[config.mk]
export PLATFORM = sky130hd
export DESIGN_NAME = mul_seq_32b
export DESIGN_NICKNAME = d
export VERILOG_FILES = /design/src/rtl/mul_seq_32b.sv
export SDC_FILE = /design/constraint.sdc
export NUM_CORES = 1
export LEC_CHECK = 0
export BUFFER_PORTS_ARGS = -buffer_cell sky130_fd_sc_hd__buf_2
export CORE_MARGIN = 5
export CORE_UTILIZATION = 44
export CTS_CLUSTER_SIZE = 30
export DETAILED_ROUTE_END_ITERATION = 8
export PLACE_DENSITY_LB_ADDON = 0.3
export SETUP_SLACK_MARGIN = 0.05
export SKIP_CTS_REPAIR_TIMING = 1
export SYNTH_ARGS = -nofsm -noshare
export SYNTH_HDL_FRONTEND = slang
export SYNTH_HIERARCHICAL = 1
export SYNTH_SLANG_ARGS = --single-unit
[constraint.sdc]
create_clock -name clk -period 30 [get_ports clk]
set_input_delay 3 -clock clk [delete_from_list [all_inputs] [get_ports clk]]
set_output_delay 3 -clock clk [all_outputs]
set_load 0.05 [all_outputs]
[src/rtl/mul_seq_32b.sv]
// Sequential 32x32->64 unsigned shift-add multiplier sharing one ripple adder.
// Optional build macro: MUL_ZERO_BYPASS_EN (zero operand skips the iteration loop).

// fa_32b: 32-bit ripple-carry adder.
// Latency: combinational.
// Backpressure: none.
module fa_32b (
   input  logic [31:0] a,
   input  logic [31:0] b,
   input  logic        cin,
   output logic [31:0] sum,
   output logic        cout
);
   logic [32:0] cy;

   assign cy[0] = cin;

   for (genvar i = 0; i < 32; i++) begin : g_bit
      assign sum[i]   = a[i] ^ b[i] ^ cy[i];
      assign cy[i+1]  = (a[i] & b[i]) | (cy[i] & (a[i] ^ b[i]));
   end

   assign cout = cy[32];
endmodule

// mul_seq_32b: multi-cycle multiply unit, one operand pair per start.
// Latency: done 32 cycles after the accepting edge; issue interval 34 cycles.
// Backpressure: start is only sampled in idle; requests while busy are dropped.
module mul_seq_32b (
   input  logic        clk,
   input  logic        rst_n,
   input  logic        start,
   input  logic [31:0] a,
   input  logic [31:0] b,
   output logic        busy,
   output logic        done,
   output logic [63:0] prod
);
   typedef enum logic [1:0] {
      S_IDLE,
      S_BUSY,
      S_DONE
   } state_t;

   state_t      state;
   state_t      state_n;
   logic        load;
   logic        step;

   logic [31:0] mcand;
   logic [31:0] hi;
   logic        c;
   logic [31:0] mq;
   logic [5:0]  cnt;

   logic [31:0] sum;
   logic        cout;
   logic [64:0] acc;
   logic [64:0] nxt;

`ifdef MUL_ZERO_BYPASS_EN
   logic        zero_op;
   assign zero_op = (a == 32'd0) || (b == 32'd0);
`endif

   fa_32b u_fa (
      .a    (hi),
      .b    (mcand),
      .cin  (1'b0),
      .sum  (sum),
      .cout (cout)
   );

   // c is zero after every load and every shift, so the no-add path
   // still matches shifting in a zero above hi.
   assign acc = mq[0] ? {cout, sum, mq} : {c, hi, mq};
   assign nxt = acc >> 1;

   always_ff @(posedge clk) begin
      if (!rst_n) begin
         state <= S_IDLE;
      end else begin
         state <= state_n;
      end
   end

   always_comb begin
      state_n = state;
      load    = 1'b0;
      step    = 1'b0;
      case (state)
         S_IDLE: begin
            if (start) begin
               load    = 1'b1;
               state_n = S_BUSY;
`ifdef MUL_ZERO_BYPASS_EN
               if (zero_op) begin
                  state_n = S_DONE;
               end
`endif
            end
         end
         S_BUSY: begin
            step = 1'b1;
            if (cnt == 6'd31) begin
               state_n = S_DONE;
            end
         end
         S_DONE: begin
            state_n = S_IDLE;
         end
         default: begin
            state_n = S_IDLE;
         end
      endcase
   end

   always_ff @(posedge clk) begin
      if (!rst_n) begin
         mcand <= 32'd0;
         hi    <= 32'd0;
         c     <= 1'b0;
         mq    <= 32'd0;
         cnt   <= 6'd0;
         prod  <= 64'd0;
      end else begin
         if (load) begin
            mcand <= a;
            mq    <= b;
            hi    <= 32'd0;
            c     <= 1'b0;
            cnt   <= 6'd0;
`ifdef MUL_ZERO_BYPASS_EN
            if (zero_op) begin
               prod <= 64'd0;
            end
`endif
         end
         if (step) begin
            {c, hi, mq} <= nxt;
            cnt         <= cnt + 6'd1;
            if (cnt == 6'd31) begin
               prod <= nxt[63:0];
            end
         end
      end
   end

   assign busy = (state != S_IDLE);
   assign done = (state == S_DONE);
endmodule

# Word-level counts from Yosys, hierarchy flattened
# Index checks and enable logic that the tools add are counted.
word_totals:
  out_inout_bits: 66
  elab_cells: 187
  register_bits: 168
classes:
  n_addsub: 1
  eq_ne: 5
  mux: 13
  reduce_logical: 5
  bitwise_logic: 157
op_table:
  columns: ["operator", "count"]
  rows:
  - ["$mux W32", 4]
  - ["$mux W65", 1]
  - ["$and A1 B1 Y1", 63]
  - ["$xor A1 B1 Y1", 63]
  - ["$or A1 B1 Y1", 31]
  - ["$mux W6", 2]
  - ["$add A6 B1 Y6 const B", 1]
  - ["$eq A6 B5 Y1 const B", 1]
  - ["$mux W2", 2]
  - ["$ne A2 B2 Y1 const B", 2]
  - ["$pmux W2 S2", 1]
  - ["$reduce_and A2 Y1", 2]
  - ["$reduce_bool A2 Y1", 2]
  - ["$mux W1", 3]
  - ["$eq A2 B1 Y1 const B", 1]
  - ["$eq A2 B2 Y1 const B", 1]
  - ["$logic_not A2 Y1", 1]

# Depth between registers and ports, before layout
# Gate-level depths: netlist of the first run.
logic_depth:
  word_depth: 65
  ltp_mapped: 39
  ltp_nobuf: 39

# Cells and area by module
# The synthesis of the first run kept the hierarchy.
modules_own_cells:
  columns: ["mod", "area_each_um2", "instances", "cells_each", "seq_area_each_um2"]
  rows:
  - ["mul_seq_32b", 6779.0, 1, 796, 3363.2]
  - ["fa_32b", 678.2, 1, 42, 0.0]

# Worst setup path after synthesis of the first run
# Ideal clock, no wire load.
synth_timing:
  path_type: "reg2reg"
  startpoint: "reg hi[0]"
  endpoint: "reg prod[62]"
  path_slack_ns: 17.176
  required_ns: 29.926
  stages_incl_launch_ff: 40
  period_less_slack_ns: 12.824
  t_arrival_ns: 12.750
  setup_ns: 0.074
  path_cell_list: "dfxtp_1 -> fa_1 -> fa_1 -> fa_1 -> fa_1 -> fa_1 -> fa_1 -> fa_1 -> fa_1 -> fa_1 -> fa_1 -> fa_1 -> fa_1 -> fa_1 -> fa_1 -> fa_1 -> fa_1 -> inv_1 -> [... 4 more ...] -> fa_1 -> fa_1 -> fa_1 -> fa_1 -> fa_1 -> fa_1 -> fa_1 -> fa_1 -> fa_1 -> fa_1 -> fa_1 -> fa_1 -> inv_1 -> fa_1 -> inv_1 -> mux2_2 -> nand4_1 -> o21ai_0"
synth_between:
  elab_chain_cells: 63
synth_rtl:
  columns: ["item", "line", "text"]
  rows:
  - ["start, declared", "51", "logic [31:0] hi;"]
  - ["start signal, assigned", "140", "{c, hi, mq} <= nxt;"]
  - ["$and A1 B1 Y1 (2 in a row)", "20", "assign cy[i+1] = (a[i] & b[i]) | (cy[i] & (a[i] ^ b[i]));"]
  - ["$or A1 B1 Y1", "20", null]
  - ["$and A1 B1 Y1", "20", null]
  - ["$or A1 B1 Y1", "20", null]
  - ["$and A1 B1 Y1", "20", null]
  - ["$or A1 B1 Y1", "20", null]
  - ["$and A1 B1 Y1", "20", null]
  - ["$or A1 B1 Y1", "20", null]
  - ["[... 47 more ...]", null, null]
  - ["$or A1 B1 Y1", "20", null]
  - ["$and A1 B1 Y1", "20", null]
  - ["$or A1 B1 Y1", "20", null]
  - ["$and A1 B1 Y1", "20", null]
  - ["$or A1 B1 Y1", "20", null]
  - ["$xor A1 B1 Y1", "19", "assign sum[i] = a[i] ^ b[i] ^ cy[i];"]
  - ["net sum[31]", "56", "logic [31:0] sum;"]
  - ["$mux W65", "76", "assign acc = mq[0] ? {cout, sum, mq} : {c, hi, mq};"]
  - ["end signal, assigned", "143", "prod <= nxt[63:0];"]
  - ["end, declared", "37", "output logic [63:0] prod"]
# The timed path passes the listed nets, and every way through them passes these cells.
# A chain may end at the register's enable or synchronous reset.

# Final worst setup path of the first run
# Ends and elaborated chain as after synthesis.

==> flow_metrics.env, run 1 <==
export IMPL_seq_area_frac_synth=0.451
export IMPL_arrival_ns=13.84
export IMPL_grt_pass1_vias=5640
export IMPL_die_area_sq_um=19700
export IMPL_coreArea_sq_um=16600
export IMPL_setup_viol=0
export IMPL_die_x_um=140
export IMPL_syn_nets=938
export IMPL_port_buffers=132
export IMPL_clkLatencyLatePin_ns=0.42
export IMPL_synth_most_common_cell="nand2_1"
export IMPL_power_switching_uw=120
export IMPL_dr_total_vias=5998
export IMPL_critPathTopFamily="adder cells"
export IMPL_drc=0
export IMPL_ys_warn_count=6
export IMPL_power_uw=509
export IMPL_viasPerCell=5.20
export IMPL_p_per_area_nw_per_um2=58.4
export IMPL_layout_drive_gt1_share=0.228
export IMPL_timing_fmax_mhz=74.1
export IMPL_cp_slowest_cell="fa_1"
export IMPL_rsz0062_at_grt="false"
export IMPL_worstHoldPathCells=2
export IMPL_ios=133
export IMPL_fin_nets=1021
export IMPL_num_rows=47
export IMPL_final_cell_area_sq_um=8710
export IMPL_p_leak_nw=3.57
export IMPL_grt_pass1_wl_um=29300
export IMPL_numClockSinks=168
export IMPL_wl_per_cell_um=15.2
export IMPL_tns_ns=0
export IMPL_clkPwrFrac=0.457
export IMPL_rrSetupSlack_ns=16.50
export IMPL_synthFlopType="dfxtp_1"
export IMPL_worst_slew_pin_transition_ns=0.920
export IMPL_routed_wl_um=17600
export IMPL_crit_type="flop to flop"
export IMPL_syn_area_sq_um=7460
export IMPL_endpoint="prod[62]"
export IMPL_drv_slew=0
export IMPL_internal_power_uw=389
export IMPL_pwr_share_comb=0.075
export IMPL_switching_share=0.236
export IMPL_status="finished, final reports clean"
export IMPL_synth_seq_cells=168
export IMPL_crit_buf_inv=4
export IMPL_max_stage_delay_ns=0.44
export IMPL_numCtsBuffers=17
export IMPL_gp_routability_congestion=0.738
export IMPL_cp_max_fo=3
export IMPL_areaGrowthSynthToFinish_pct=16.9
export IMPL_reg2reg_to="prod[62]"
export IMPL_hold_viol=0
export IMPL_path_depth=39
export IMPL_slew_limit_headroom=0.387
export IMPL_yosysTopAreaCellShare=0.451
export IMPL_postPlaceCellArea_sq_um=8090
export IMPL_synth_edff_count=0
export IMPL_cp_end_kind="flop"
export IMPL_synthArstFlopShare=0
export IMPL_ir_drop_mv=0.0386
export IMPL_holdWs_ns=0.445
export IMPL_pwr_share_seq=0.469
export IMPL_ff2ff_path_depth=39
export IMPL_first_pass_iters=6
export IMPL_initial_core_util=0.450
export IMPL_cp_start_kind="flop"
export IMPL_antenna_found_initial=1
export IMPL_yosys_top_cells_count="nand2_1, dfxtp_1, a21oi_1, nor2_1, clkbuf_1"
export IMPL_yosys_cell_types_count=39
export IMPL_period_needed_ns=13.50
export IMPL_clock_path_buffers=2
export IMPL_antenna_left=0
export IMPL_place_hpwl_um=10900
export IMPL_drt_iter0_markers=349
export IMPL_startpoint="hi[0]"
export IMPL_die_h_um=140
export IMPL_yosysTopAreaCell="dfxtp_1"
export IMPL_grt_overflow=0
export IMPL_hold_class="flop to flop"
export IMPL_syn_inst=838
export IMPL_antenna_cells=0
export IMPL_clock_skew_ns=0.00779
export IMPL_netlist_top_cells_area="dfxtp_1, nand2_1, fa_1"
export IMPL_grt_max_degree=97
export IMPL_maxCapViolCount=0
export IMPL_timing_rr_start="hi[0]"
export IMPL_min_period_over_period=0.450
export IMPL_cts_max_level=4
export IMPL_hold_start="prod[43]"
export IMPL_crit_required_ns=30.34
export IMPL_clk_pin_slew_worst_paths_ns=0.06
export IMPL_syn_avg_cell_area_sq_um=8.90
export IMPL_cp_common_cell="fa_1"
export IMPL_root_buffer="clkbuf_16"
export IMPL_cts_tree="yes"
export IMPL_grt_usage=0.181
[area by class of cell]
type,instances,area [sq um]
multi-input cells,582,3680
flip-flops and latches,168,3360
well taps,220,275
clock inverters,11,173
clock buffers,20,457
inverters,12,45.0
fillers,1617,7870
repair buffers,140,723
[power groups by stage]
stage / registers (mW) / clock network, mW / logic (mW)
floorplan: 0.240 / 0 / 0.0294
global placement: 0.243 / 0 / 0.0378
detailed placement: 0.244 / 0 / 0.0383
CTS: 0.239 / 0.237 / 0.0385
global route: 0.240 / 0.248 / 0.0432
finish: 0.239 / 0.232 / 0.0381
[metal layers]
metal,global-route usage,up-vias,part of all wire
li1,-,3012,-
met1,0.262,2816,0.49
met2,0.270,149,0.44
met3,0.0436,19,0.057
met4,0.0525,2,0.012
met5,0,-,0.00074
[cells in the final DEF (no fill, tap or decap), types with 2 or more instances in the layout]
cell type   count
o21ai_1         6
nand2_1       192
mux2i_1        33
clkbuf_16      17
inv_1          11
o21ai_0        27
nand3_1        41
clkinv_4        2
nor2b_1         2
clkbuf_8        2
buf_2         131
o221ai_1       31
or3_1           2
buf_4           9
nand4_1        33
nor2_1         63
bufinv_16       4
mux2_2         33
clkinvlp_4      4
dfxtp_1       167
a21oi_1        69
fa_1           32
[flip-flops by register name (all words and copies together), names as in the netlist]
name   flops
cnt        6
hi        32
mcand     32
mq        32
prod      64
state      2
[stage by stage]
stage | cells | utilization | worst slack [ns]
finish | 1153 | 0.526 | 16.50
global route | 1153 | 0.526 | 15.97
CTS | 1153 | 0.526 | 16.50
detailed placement | 1122 | 0.488 | 16.61
global placement | 1122 | 0.488 | 16.71
floorplan | 838 | - | 17.18
[how the worst min path moves through the flow]
stage	end	slack [ns]
floorplan	mcand[16]	0.44
global placement	prod[41]	0.43
detailed placement	prod[43]	0.44
CTS	prod[43]	0.45
global route	prod[43]	0.46
finish	prod[43]	0.44
[cells by family after synthesis]
kind of cell               Yosys count  share of synthesized area
other                                1                   0.000503
adders and majority gates           33                     0.0876
muxes                               66                     0.0941
DFF                                168                      0.451
buffers and inverters               88                     0.0577
and+or+nand+nor                    344                      0.199
AOI/OAI and AO/OA                  138                      0.110
[tightest hold or removal path, stage by stage (launching register included)]
cell and delay (ns):
dfxtp_1 0.31, nand2_1 0.05, o21ai_1 0.05
(Power assumes the default switching activity.)
==> inputs of run 2 (changes only) <==
- ABC_AREA: unset -> 1
- clock period: 30 -> 12.5 ns (I/O delays scaled with it)
==> run 2 against run 1 <==
  * Register-to-register slack worse by 16 ns
  * Clock power is 130% higher
  * Fmax is 11% higher
  * Non-clock buffer count is 1 higher
  * Die area is 2.1% higher
  * Critical path type unchanged
  * Largest power group unchanged
==> flow_metrics.env, run 2 <==
export IMPL_p_leak_nw=4.22
export IMPL_cts_tree="yes"
export IMPL_dp_cells=1306
export IMPL_synth_mux_area_frac=0
export IMPL_antenna_found_initial=0
export IMPL_multiInputGateArea_sq_um=3780
export IMPL_initial_core_util=0.444
export IMPL_mostFrequentLayoutCell="nand2_1"
export IMPL_layout_drive_gt1_share=0.182
export IMPL_clkLatencyLatePin_ns=0.42
export IMPL_grt_overflow=0
export IMPL_root_buffer="clkbuf_16"
export IMPL_min_period_over_period=0.969
export IMPL_slew_limit_headroom=0.241
export IMPL_yosys_cell_types_count=20
export IMPL_crit_type="flop to flop"
export IMPL_die_h_um=142
export IMPL_seq_area_sq_um=3360
export IMPL_postPlaceCellArea_sq_um=8320
export IMPL_synth_simple_area_share=0.349
export IMPL_setup_ws_ns=0.390
export IMPL_synthAdderAreaFrac=0.0857
export IMPL_final_cell_area_sq_um=8950
export IMPL_grt_pass1_wl_um=30600
export IMPL_cp_start_kind="flop"
export IMPL_synthArstFlopShare=0
export IMPL_ios=133
export IMPL_max_stage_delay_ns=0.40
export IMPL_synth_top_family_by_area="simple AND/OR/NAND/NOR gates"
export IMPL_die_area_sq_um=20100
export IMPL_drc=0
export IMPL_syn_nets=1117
export IMPL_netlist_top_cells_area="dfxtp_1, nand2_1, fa_1"
export IMPL_num_rows=48
export IMPL_nFillCells=1701
export IMPL_drv_slew=0
export IMPL_ys_warn_count=6
export IMPL_arrival_ns=12.46
export IMPL_yosysTopAreaCellShare=0.441
export IMPL_cts_max_level=4
export IMPL_coreArea_sq_um=17200
export IMPL_syn_area_sq_um=7620
export IMPL_clock_path_buffers=2
export IMPL_place_ws_ns=-0.395
export IMPL_areaGrowthSynthToFinish_pct=17.4
export IMPL_drt_iter0_markers=404
export IMPL_timing_fmax_mhz=82.6
export IMPL_clk_pin_slew_worst_paths_ns=0.06
export IMPL_antenna_left=0
export IMPL_post_route_util=0.521
export IMPL_status="finished, final reports clean"
export IMPL_ir_drop_mv=0.102
export IMPL_cp_max_fo=2
export IMPL_synthXorXnorAreaFrac=0
export IMPL_grt_usage=0.187
export IMPL_seq_area_frac_synth=0.441
export IMPL_p_per_area_nw_per_um2=135
export IMPL_place_hpwl_um=11300
export IMPL_wl_per_cell_um=13.7
export IMPL_setup_viol=0
export IMPL_yosys_top_cells_count="nand2_1, dfxtp_1, nor2_1, nand3_1, nand4_1"
export IMPL_maxCapViolCount=0
export IMPL_syn_avg_cell_area_sq_um=7.50
export IMPL_first_pass_iters=5
export IMPL_fin_nets=1200
export IMPL_synthFlopType="dfxtp_1"
export IMPL_final_cell_mix="nand2_1, dfxtp_1, buf_2"
export IMPL_grt_pass1_vias=6306
export IMPL_worst_slew_pin_transition_ns=1.14
export IMPL_hold_viol=0
export IMPL_synth_edff_count=0
export IMPL_synth_seq_cells=168
export IMPL_rsz0062_at_grt="false"
export IMPL_cp_end_kind="flop"
export IMPL_period_needed_ns=12.11
export IMPL_cp_common_cell="fa_2"
export IMPL_top_register="prod"
export IMPL_synth_compound_area_frac=0.0491
export IMPL_viasPerCell=5.01
export IMPL_synth_most_common_cell="nand2_1"
export IMPL_numCtsBuffers=17
export IMPL_port_buffers=132
export IMPL_grt_max_degree=108
export IMPL_largest_reg_flops=64
export IMPL_yosysTopAreaCell="dfxtp_1"
export IMPL_crit_required_ns=12.85
export IMPL_final_cells=1338
export IMPL_antenna_cells=0
export IMPL_numClockSinks=168
export IMPL_routed_wl_um=18400
export IMPL_syn_inst=1017
export IMPL_dr_total_vias=6702
export IMPL_hold_class="flop to flop"
export IMPL_gp_routability_congestion=0.758
export IMPL_die_x_um=142
export IMPL_cp_slowest_cell="fa_1"
export IMPL_clock_skew_ns=0.00919
export IMPL_power_mw=1.20
-- run 2: changes by cell type in the layout (fill, tap and decap cells not counted), moves of 30 or more --
cell,change
mux2i_1,-33
nand4_1,+32
nand2_1,+147
a21oi_1,-32
o221ai_1,-31
inv_1,+41
nor2_1,+37
mux2_2,-33
nor3b_1,+30
-- run 2: metal layers --
metal	track usage	up-vias	share of wire
li1	-	3429	-
met1	0.257	3066	0.48
met2	0.296	189	0.45
met3	0.0334	18	0.054
met4	0.0687	0	0.013
met5	0	-	0
-- run 2: path summary, 6_finish.rpt --
check / from / slack (ns) / depth (start not counted) / to
setup / recovery: hi[0] / 0.39 / 40 / hi[30]
hold / removal: prod[12] / 0.46 / 2 / prod[12]
setup reg to reg: hi[0] / 0.39 / 40 / hi[30]
hold reg to reg: prod[12] / 0.46 / 2 / prod[12]
-- run 2: power breakdown --
part	total (mW)	leakage, nW	internal [mW]	switching (mW)
combinational	0.107	2.57	0.0360	0.0711
sequential	0.568	1.37	0.555	0.0132
clock	0.529	0.282	0.319	0.210
-- run 2: logic make-up after synthesis --
| logic type | after synthesis |
|---|---|
| AO/OA/AOI/OAI | 74 |
| AND/OR/NAND/NOR | 609 |
| adder cells (fa/ha/maj) | 33 |
| buffers and inverters | 132 |
| other | 1 |
| flip-flops | 168 |
-- run 2: layout make-up --
| cell class | count | share of cell area |
|---|---|---|
| clock buffer | 24 | 0.0516 |
| clock inverter | 8 | 0.0136 |
| multi-input combinational | 717 | 0.423 |
| tap | 225 | 0.0315 |
| timing repair buffer | 141 | 0.0821 |
| inverter | 55 | 0.0231 |
| sequential | 168 | 0.376 |
-- run 2: worst max-delay path: cells and delay by family (launching register included) --
kind,cells,cell delay [ns]
fa+ha+maj,32,11.11
buf+inv,4,0.25
compound gates,1,0.15
simple gates,3,0.20
flops,1,0.33
-- run 2: metrics by stage --
stage | hold slack [ns] | TNS (ns)
final | 0.461 | 0
after global routing | 0.481 | 0
after floorplan | 0.447 | 0
after detailed placement | 0.455 | -0.833
after global placement | 0.450 | -0.594
after CTS | 0.464 | -0.970
